--- config.mk ---
export PLATFORM = sky130hd
export DESIGN_NAME = memory_writeback_flat
export DESIGN_NICKNAME = d
export VERILOG_FILES = /design/src/rtl/memory_writeback_if.sv /design/src/rtl/memory_writeback.sv /design/src/flat_wrapper.sv
export SDC_FILE = /design/constraint.sdc
export NUM_CORES = 1
export LEC_CHECK = 0
export BUFFER_PORTS_ARGS = -buffer_cell sky130_fd_sc_hd__clkbuf_2
export CORE_AREA = 10 10 124 126
export CTS_BUF_LIST = sky130_fd_sc_hd__clkbuf_8
export DETAILED_ROUTE_END_ITERATION = 10
export DIE_AREA = 0 0 134 136
export GPL_TIMING_DRIVEN = 0
export HOLD_SLACK_MARGIN = 0.15
export MAX_ROUTING_LAYER = met4
export PLACE_DENSITY = 0.95
export SETUP_SLACK_MARGIN = 0.05
export SYNTH_ARGS = -nofsm -noshare
export SYNTH_HDL_FRONTEND = slang
export SYNTH_SLANG_ARGS = --single-unit
--- constraint.sdc ---
create_clock -name clk -period 3.82 [get_ports clk]
set_input_delay 0.764 -clock clk [delete_from_list [all_inputs] [get_ports clk]]
set_output_delay 0.764 -clock clk [all_outputs]
set_load 0.02 [all_outputs]
--- src/rtl/memory_writeback_if.sv ---
// MEM/WB stage bundle: upstream capture fields in, writeback ports and retire count out.
// MEMWB_FWD_EN adds the EX-stage source register compare used for forwarding.
interface memory_writeback_if #(
    parameter int XLEN   = 32,
    parameter int REG_AW = 5,
    parameter int CNT_W  = 32
);
    logic              stall;
    logic              flush;
    logic              in_valid;
    logic [XLEN-1:0]   alu_fpu_res;
    logic [XLEN-1:0]   read_data;
    logic [XLEN-1:0]   pc_plus4;
    logic [XLEN-1:0]   imm_ext;
    logic [REG_AW-1:0] rd;
    logic [1:0]        result_src;
    logic              reg_write;
    logic              freg_write;
    logic              wb_valid;
    logic [REG_AW-1:0] wb_rd;
    logic [XLEN-1:0]   wb_data;
    logic              wb_we;
    logic              wb_fwe;
    logic [CNT_W-1:0]  instret;
`ifdef MEMWB_FWD_EN
    logic [REG_AW-1:0] rs1_ex;
    logic [REG_AW-1:0] rs2_ex;
    logic              fwd_a;
    logic              fwd_b;
`endif

    modport master (
`ifdef MEMWB_FWD_EN
        output rs1_ex, rs2_ex,
        input  fwd_a, fwd_b,
`endif
        output stall, flush, in_valid, alu_fpu_res, read_data, pc_plus4, imm_ext,
               rd, result_src, reg_write, freg_write,
        input  wb_valid, wb_rd, wb_data, wb_we, wb_fwe, instret
    );

    modport slave (
`ifdef MEMWB_FWD_EN
        input  rs1_ex, rs2_ex,
        output fwd_a, fwd_b,
`endif
        input  stall, flush, in_valid, alu_fpu_res, read_data, pc_plus4, imm_ext,
               rd, result_src, reg_write, freg_write,
        output wb_valid, wb_rd, wb_data, wb_we, wb_fwe, instret
    );
endinterface

--- src/rtl/memory_writeback.sv ---
// MEM/WB pipeline register with writeback select and retired-instruction counter.
// Optional MEMWB_FWD_EN: combinational forwarding match against EX-stage rs1/rs2.
module memory_writeback #(
    parameter int XLEN   = 32,
    parameter int REG_AW = 5,
    parameter int CNT_W  = 32
) (
    input logic                clk,
    input logic                rst_n,
    memory_writeback_if.slave  wbIf
);
    logic              validQ;
    logic [REG_AW-1:0] rdQ;
    logic [XLEN-1:0]   aluFpuQ;
    logic [XLEN-1:0]   readDataQ;
    logic [XLEN-1:0]   pcPlus4Q;
    logic [XLEN-1:0]   immExtQ;
    logic [1:0]        resultSrcQ;
    logic              regWriteQ;
    logic              fregWriteQ;
    logic [CNT_W-1:0]  instretQ;
    logic [XLEN-1:0]   wbData;
    logic              wbWe;
    logic              wbFwe;

    // Flush only kills valid and the write enables; payload is left in place.
    always_ff @(posedge clk or negedge rst_n) begin
        if (!rst_n) begin
            validQ     <= 1'b0;
            rdQ        <= '0;
            aluFpuQ    <= '0;
            readDataQ  <= '0;
            pcPlus4Q   <= '0;
            immExtQ    <= '0;
            resultSrcQ <= 2'b00;
            regWriteQ  <= 1'b0;
            fregWriteQ <= 1'b0;
            instretQ   <= '0;
        end else if (wbIf.flush) begin
            validQ     <= 1'b0;
            regWriteQ  <= 1'b0;
            fregWriteQ <= 1'b0;
        end else if (!wbIf.stall) begin
            validQ     <= wbIf.in_valid;
            rdQ        <= wbIf.rd;
            aluFpuQ    <= wbIf.alu_fpu_res;
            readDataQ  <= wbIf.read_data;
            pcPlus4Q   <= wbIf.pc_plus4;
            immExtQ    <= wbIf.imm_ext;
            resultSrcQ <= wbIf.result_src;
            regWriteQ  <= wbIf.reg_write;
            fregWriteQ <= wbIf.freg_write;
            if (wbIf.in_valid) begin
                instretQ <= instretQ + 1'b1;
            end
        end
    end

    always_comb begin
        wbData = aluFpuQ;
        unique case (resultSrcQ)
            2'b00: wbData = aluFpuQ;
            2'b01: wbData = readDataQ;
            2'b10: wbData = pcPlus4Q;
            2'b11: wbData = immExtQ;
            default: wbData = aluFpuQ;
        endcase
    end

    // x0 is hardwired zero in the integer file; f0 is an ordinary register.
    assign wbWe  = validQ & regWriteQ & (rdQ != '0);
    assign wbFwe = validQ & fregWriteQ;

    assign wbIf.wb_valid = validQ;
    assign wbIf.wb_rd    = rdQ;
    assign wbIf.wb_data  = wbData;
    assign wbIf.wb_we    = wbWe;
    assign wbIf.wb_fwe   = wbFwe;
    assign wbIf.instret  = instretQ;

`ifdef MEMWB_FWD_EN
    assign wbIf.fwd_a = (wbWe | wbFwe) & (rdQ == wbIf.rs1_ex);
    assign wbIf.fwd_b = (wbWe | wbFwe) & (rdQ == wbIf.rs2_ex);
`endif
endmodule
--- src/flat_wrapper.sv ---
// flat-port wrapper written by rule: the top's interface ports become plain ports
module memory_writeback_flat 
#(
    parameter int XLEN   = 32,
    parameter int REG_AW = 5,
    parameter int CNT_W  = 32
)
  (clk, rst_n, wbIf_stall, wbIf_flush, wbIf_in_valid, wbIf_alu_fpu_res, wbIf_read_data, wbIf_pc_plus4, wbIf_imm_ext, wbIf_rd, wbIf_result_src, wbIf_reg_write, wbIf_freg_write, wbIf_wb_valid, wbIf_wb_rd, wbIf_wb_data, wbIf_wb_we, wbIf_wb_fwe, wbIf_instret);
  memory_writeback_if #(.XLEN(XLEN), .REG_AW(REG_AW), .CNT_W(CNT_W)) wbIf_i ();
  input logic clk;
  input logic rst_n;
  input wire logic [$bits(wbIf_i.stall)-1:0] wbIf_stall;
  input wire logic [$bits(wbIf_i.flush)-1:0] wbIf_flush;
  input wire logic [$bits(wbIf_i.in_valid)-1:0] wbIf_in_valid;
  input wire logic [$bits(wbIf_i.alu_fpu_res)-1:0] wbIf_alu_fpu_res;
  input wire logic [$bits(wbIf_i.read_data)-1:0] wbIf_read_data;
  input wire logic [$bits(wbIf_i.pc_plus4)-1:0] wbIf_pc_plus4;
  input wire logic [$bits(wbIf_i.imm_ext)-1:0] wbIf_imm_ext;
  input wire logic [$bits(wbIf_i.rd)-1:0] wbIf_rd;
  input wire logic [$bits(wbIf_i.result_src)-1:0] wbIf_result_src;
  input wire logic [$bits(wbIf_i.reg_write)-1:0] wbIf_reg_write;
  input wire logic [$bits(wbIf_i.freg_write)-1:0] wbIf_freg_write;
  output wire logic [$bits(wbIf_i.wb_valid)-1:0] wbIf_wb_valid;
  output wire logic [$bits(wbIf_i.wb_rd)-1:0] wbIf_wb_rd;
  output wire logic [$bits(wbIf_i.wb_data)-1:0] wbIf_wb_data;
  output wire logic [$bits(wbIf_i.wb_we)-1:0] wbIf_wb_we;
  output wire logic [$bits(wbIf_i.wb_fwe)-1:0] wbIf_wb_fwe;
  output wire logic [$bits(wbIf_i.instret)-1:0] wbIf_instret;
  assign wbIf_i.stall = wbIf_stall;
  assign wbIf_i.flush = wbIf_flush;
  assign wbIf_i.in_valid = wbIf_in_valid;
  assign wbIf_i.alu_fpu_res = wbIf_alu_fpu_res;
  assign wbIf_i.read_data = wbIf_read_data;
  assign wbIf_i.pc_plus4 = wbIf_pc_plus4;
  assign wbIf_i.imm_ext = wbIf_imm_ext;
  assign wbIf_i.rd = wbIf_rd;
  assign wbIf_i.result_src = wbIf_result_src;
  assign wbIf_i.reg_write = wbIf_reg_write;
  assign wbIf_i.freg_write = wbIf_freg_write;
  assign wbIf_wb_valid = wbIf_i.wb_valid;
  assign wbIf_wb_rd = wbIf_i.wb_rd;
  assign wbIf_wb_data = wbIf_i.wb_data;
  assign wbIf_wb_we = wbIf_i.wb_we;
  assign wbIf_wb_fwe = wbIf_i.wb_fwe;
  assign wbIf_instret = wbIf_i.instret;
  memory_writeback #(.XLEN(XLEN), .REG_AW(REG_AW), .CNT_W(CNT_W)) u_core (.clk(clk), .rst_n(rst_n), .wbIf(wbIf_i));
endmodule
After elaboration in Yosys (flattened, before gate mapping)

Index checks and enable logic that the tools add are counted.

Shift operators: 0
Add/sub/neg operators: 1
Div/mod/pow operators: 0
Bitwise gates (word level): 5
$mul: 0
$lt $le $gt $ge: 0
Equal/unequal tests: 4
Reduce and logical (&&, ||, !) cells: 4
Multiplexer cells: 7

Operators by type and width:

| operator                                                                 | number |
|---|---|
| 32-bit one-hot mux with 4 select lines                                   | 1 |
| 32-bit by 1-bit adder with 32-bit output (second input constant)         | 1 |
| 1-bit 2-to-1 mux                                                         | 6 |
| 5-bit nonzero test                                                       | 1 |
| 2-bit == test (second input constant)                                    | 2 |
| 1-bit bitwise AND                                                        | 3 |
| 3-bit AND reduction                                                      | 1 |
| 2-bit by 1-bit == test with 1-bit output (second input constant)         | 1 |
| 2-bit logical NOT                                                        | 1 |
| 2-bit by 1-bit inequality test with 1-bit output (second input constant) | 1 |
| 1-bit inverter                                                           | 2 |
| 2-bit AND reduction                                                      | 1 |

Bits of input ports: 142
Register bits after elaboration: 170
Bits in latches: 0
Bits in read-only memories: 0
Logic and storage cells: 31
Memory bits (writable): 0
Memories kept: 0

Longest topological paths before layout

Depth after elaboration: 2
Depth in mapped cells: 6
Depth with buffers taken out: 4

Least setup slack after synthesis

Ideal clock, no wire load.

Path type: flip-flop to output port
From: register u_core.resultSrcQ[0]
To: output port wbIf_wb_data[10]
Required time: 3.056 ns
Cell stages (with the launch flop): 4
Arrival: 1.495 ns
Path slack: 1.561 ns
Path through: dfrtp_1 clkbuf_1 buf_2 mux4_2

Word-level cells in the longest chain between the ends: 2
Elaborated cells between the ends (all ways): 5

Ends and longest elaborated chain:

| item                                        | line                   | RTL |
|---|---|---|
| from (decl)                                 | memory_writeback.sv:18 | `logic [1:0] resultSrcQ;` |
| from (signal assigned)                      | memory_writeback.sv:50 | `resultSrcQ <= wbIf.result_src;` |
| 2-bit == test, or another cell as far along | memory_writeback.sv:61 | `unique case (resultSrcQ)` |
| 32-bit one-hot mux with 4 select lines *    | memory_writeback.sv:61 |  |
| to (decl)                                   | flat_wrapper.sv:25     | `output wire logic [$bits(wbIf_i.wb_data)-1:0] wbIf_wb_data;` |

Every way passes the cells marked *; elsewhere a longest branch is shown, timed or not.

Worst setup path in the final report

From: register u_core.resultSrcQ[1]
To: output port wbIf_wb_data[3]

Same word-level chain as after synthesis.

==> impl_metrics.tcl <==
set metrics [dict create \
    hpwlAfterDp_um 15070 \
    crit_buf_inv 3 \
    end_kind "output port" \
    synth_cells 469 \
    numPortBuffers 212 \
    ys_warn_count 0 \
    slowest_stage "clkbuf_1" \
    synth_ff_type "dfrtp_1" \
    grt_pass1_wl_um 30880 \
    clk_path_buf_depth 2 \
    maxSlewViolCount 0 \
    die_area_mm2 0.01822 \
    ys_async_sr_fraction_pct 100.0 \
    drt-vias-per-instance 5.637 \
    cts_hold_buf 0 \
    nNetsFinal 844 \
    drive_above_1_share_pct 60.92 \
    start_util_pct 56.82 \
    status "completed" \
    ys_types 26 \
    dr.first_iter.drc_count 191 \
    placed_cells 858 \
    crit_fanout 10 \
    worst_hold_slack_ns 0.3814 \
    ctsResizeCount 0 \
    crit_top_cell "clkbuf_1" \
    setup_slack_ns 0.7078 \
    coreArea_mm2 0.01298 \
    cts_buffers 17 \
    setup_violations 0 \
    cts_tree "done" \
    chipWidth_um 134 \
    start_kind "flip-flop" \
    place_ws_ns 1.136 \
    worstMarginPinSlew_ns 0.8864 \
    ys_seq_area_share_pct 57.68 \
    slew_headroom_pct 40.90 \
    required_ns 3.06 \
    grt_max_degree 94 \
    tns_ns 0 \
    antenna_found_initial 1 \
    synth_top_cell_by_area "dfrtp_1" \
    wl_um 19940 \
    clkSinkCount 170 \
    ir_worst_vdd_uv 300.3 \
    synth_edf_count 0 \
    boundaryPins 214 \
    wl_per_cell_um 22.35 \
    clock_latency_ns 0.44 \
    clock_skew_ns 0.01232 \
    p_per_area_mw_per_mm2 479.9 \
    final_cell_mix "clkbuf_2 (211), dfrtp_1 (170), mux2_2 (136), mux4_2 (32), clkbuf_8 (22)" \
    track_usage_pct 22.77 \
    vias 5028 \
    gp_congestion 0.8304 \
    worstPathCellList "clkbuf_1 > clkbuf_1 > mux4_2 > clkbuf_2" \
    fin_cells 892 \
    drtAntennaViolNets 0 \
    maxCapViolCount 0 \
    min_path_type "in2async" \
    layout_commonest_cell "clkbuf_2" \
    hold_viol_final 0 \
    grt-ovfl-total 0 \
    clk_pin_slew_worst_paths_ns 0.08 \
    max_freq_mhz 321.3 \
    syn_nets 612 \
    layout_min_cycle_time_ns 3.112 \
    max_stage_delay_ns 0.71 \
    avgSynthCellArea_um2 15.73 \
    dr.pass1.iters 4 \
    grt_pass1_vias 5722 \
    finalCritPeriodShare_pct 81.47 \
    dieHeight_um 136 \
    rsz0062_at_grt "false" \
    post_cts_buffers 0 \
    area_delta_synth_final_pct 22.63 \
    crit_type "reg2out" \
    root_buffer "clkbuf_8" \
    htreeDepth 4 \
    leakagePower_nw 4.360 \
    ys_seq_elements 170 \
    drc 0 \
    core.rowCount 42 \
    cp_top_family "buffers and inverters" \
    worstPathArrival_ns 2.35 \
    synth_area_mm2 0.007376 \
    synthTopCellsByArea "dfrtp_1 (58%), mux2_2 (21%), mux4_2 (9.8%)" \
    yosys.area.top_type_share_pct 57.68 \
]
metrics by stage:
| stage | cell area [um^2] | total power, mW | util [%] |
|---|---|---|---|
| after detailed placement | 8693 | 3.252 | 66.98 |
| after global routing | 9042 | 4.536 | 69.66 |
| after floorplan | 7376 | 2.838 | - |
| after CTS | 9040 | 4.373 | 69.65 |
| final | 9045 | 4.340 | 69.68 |
| after global placement | 8657 | 3.180 | 66.70 |
cells by family (layout without fill, tap and decap cells):
logic type,after synthesis,in the layout,share of synthesized area (%)
muxes,171,171,30.94
AOI/OAI and AO/OA,1,1,0.1357
other,0,2,0
DFF,170,170,57.68
xor gates and xnor gates,31,31,3.681
adders and majority gates,1,1,0.1696
and+or+nand+nor,65,65,5.344
buffers and inverters,30,275,2.053
final timing paths:
check                                                     from                                   to  slack [ns]  depth (start not counted)
setup / recovery              u_core.resultSrcQ[1]$_DFFE_PN0N_                      wbIf_wb_data[3]        0.71                          4
hold / removal                                           rst_n   u_core.wbIf.instret[2]$_DFFE_PN0P_        0.38                          1
setup reg to reg            u_core.wbIf.instret[8]$_DFFE_PN0P_  u_core.wbIf.instret[26]$_DFFE_PN0P_        2.04                          5
hold reg to reg            u_core.wbIf.instret[31]$_DFFE_PN0P_  u_core.wbIf.instret[31]$_DFFE_PN0P_        0.49                          1
max in group asynchronous                                rst_n      u_core.readDataQ[4]$_DFFE_PN0N_        2.61                          2
min in group clk           u_core.wbIf.instret[31]$_DFFE_PN0P_  u_core.wbIf.instret[31]$_DFFE_PN0P_        0.49                          1
registers in the layout, indices dropped and copies added, names as in the netlist:
signal	flops
u_core.aluFpuQ	32
u_core.immExtQ	32
u_core.pcPlus4Q	32
u_core.readDataQ	32
u_core.wbIf.instret	32
u_core.wbIf.wb_rd	5
u_core.resultSrcQ	2
u_core.fregWriteQ	1
u_core.regWriteQ	1
u_core.wbIf.wb_valid	1
synthesized netlist by cell type, types with 4 or more instances:
cell and instances:
and3_1 6, nand2_1 9, and2_1 5, clkbuf_1 5, xnor2_1 11, nand3_1 9, nand4_1 4, nor2_1 8
mux4_2 32, nor4_1 6, nor3_1 8, xor2_1 20, buf_2 19, dfrtp_1 170, mux2_2 136, inv_1 4
worst reg2reg max path, cell delays in order (launching register included):
cell	delay, ns
dfrtp_1	0.45
and3_1	0.28
nand4_2	0.23
buf_2	0.26
nor4_1	0.31
xor2_1	0.18
power breakdown:
group | internal [mW] | switching (mW) | leakage [nW]
Clock | 0.506 | 0.620 | 0.194
Combinational | 0.506 | 0.526 | 2.12
Sequential | 2.03 | 0.147 | 2.04
per-layer routing:
metal	vias to the layer above	wire length (um)	track usage (%)	part of all wire [%]
met1	2598	7392	23.89	37
met4	0	366	7.739	1.8
met3	36	1725	8.745	8.7
met5	-	0	-	0
li1	2180	-	-	-
met2	214	10450	38.79	52
final cells by class:
class	count	area (um^2)
Timing Repair Buffer	213	1097
Tap cell	176	220.2
Inverter	4	15.01
Multi-Input combinational cell	269	2970
Fill cell	856	3935
Clock buffer	21	289.0
Sequential cell	170	4254
Antenna cell	2	5.005
Buffer	26	136.4
Clock inverter	11	57.56
Note: power is estimated with default switching activity, not from simulation.
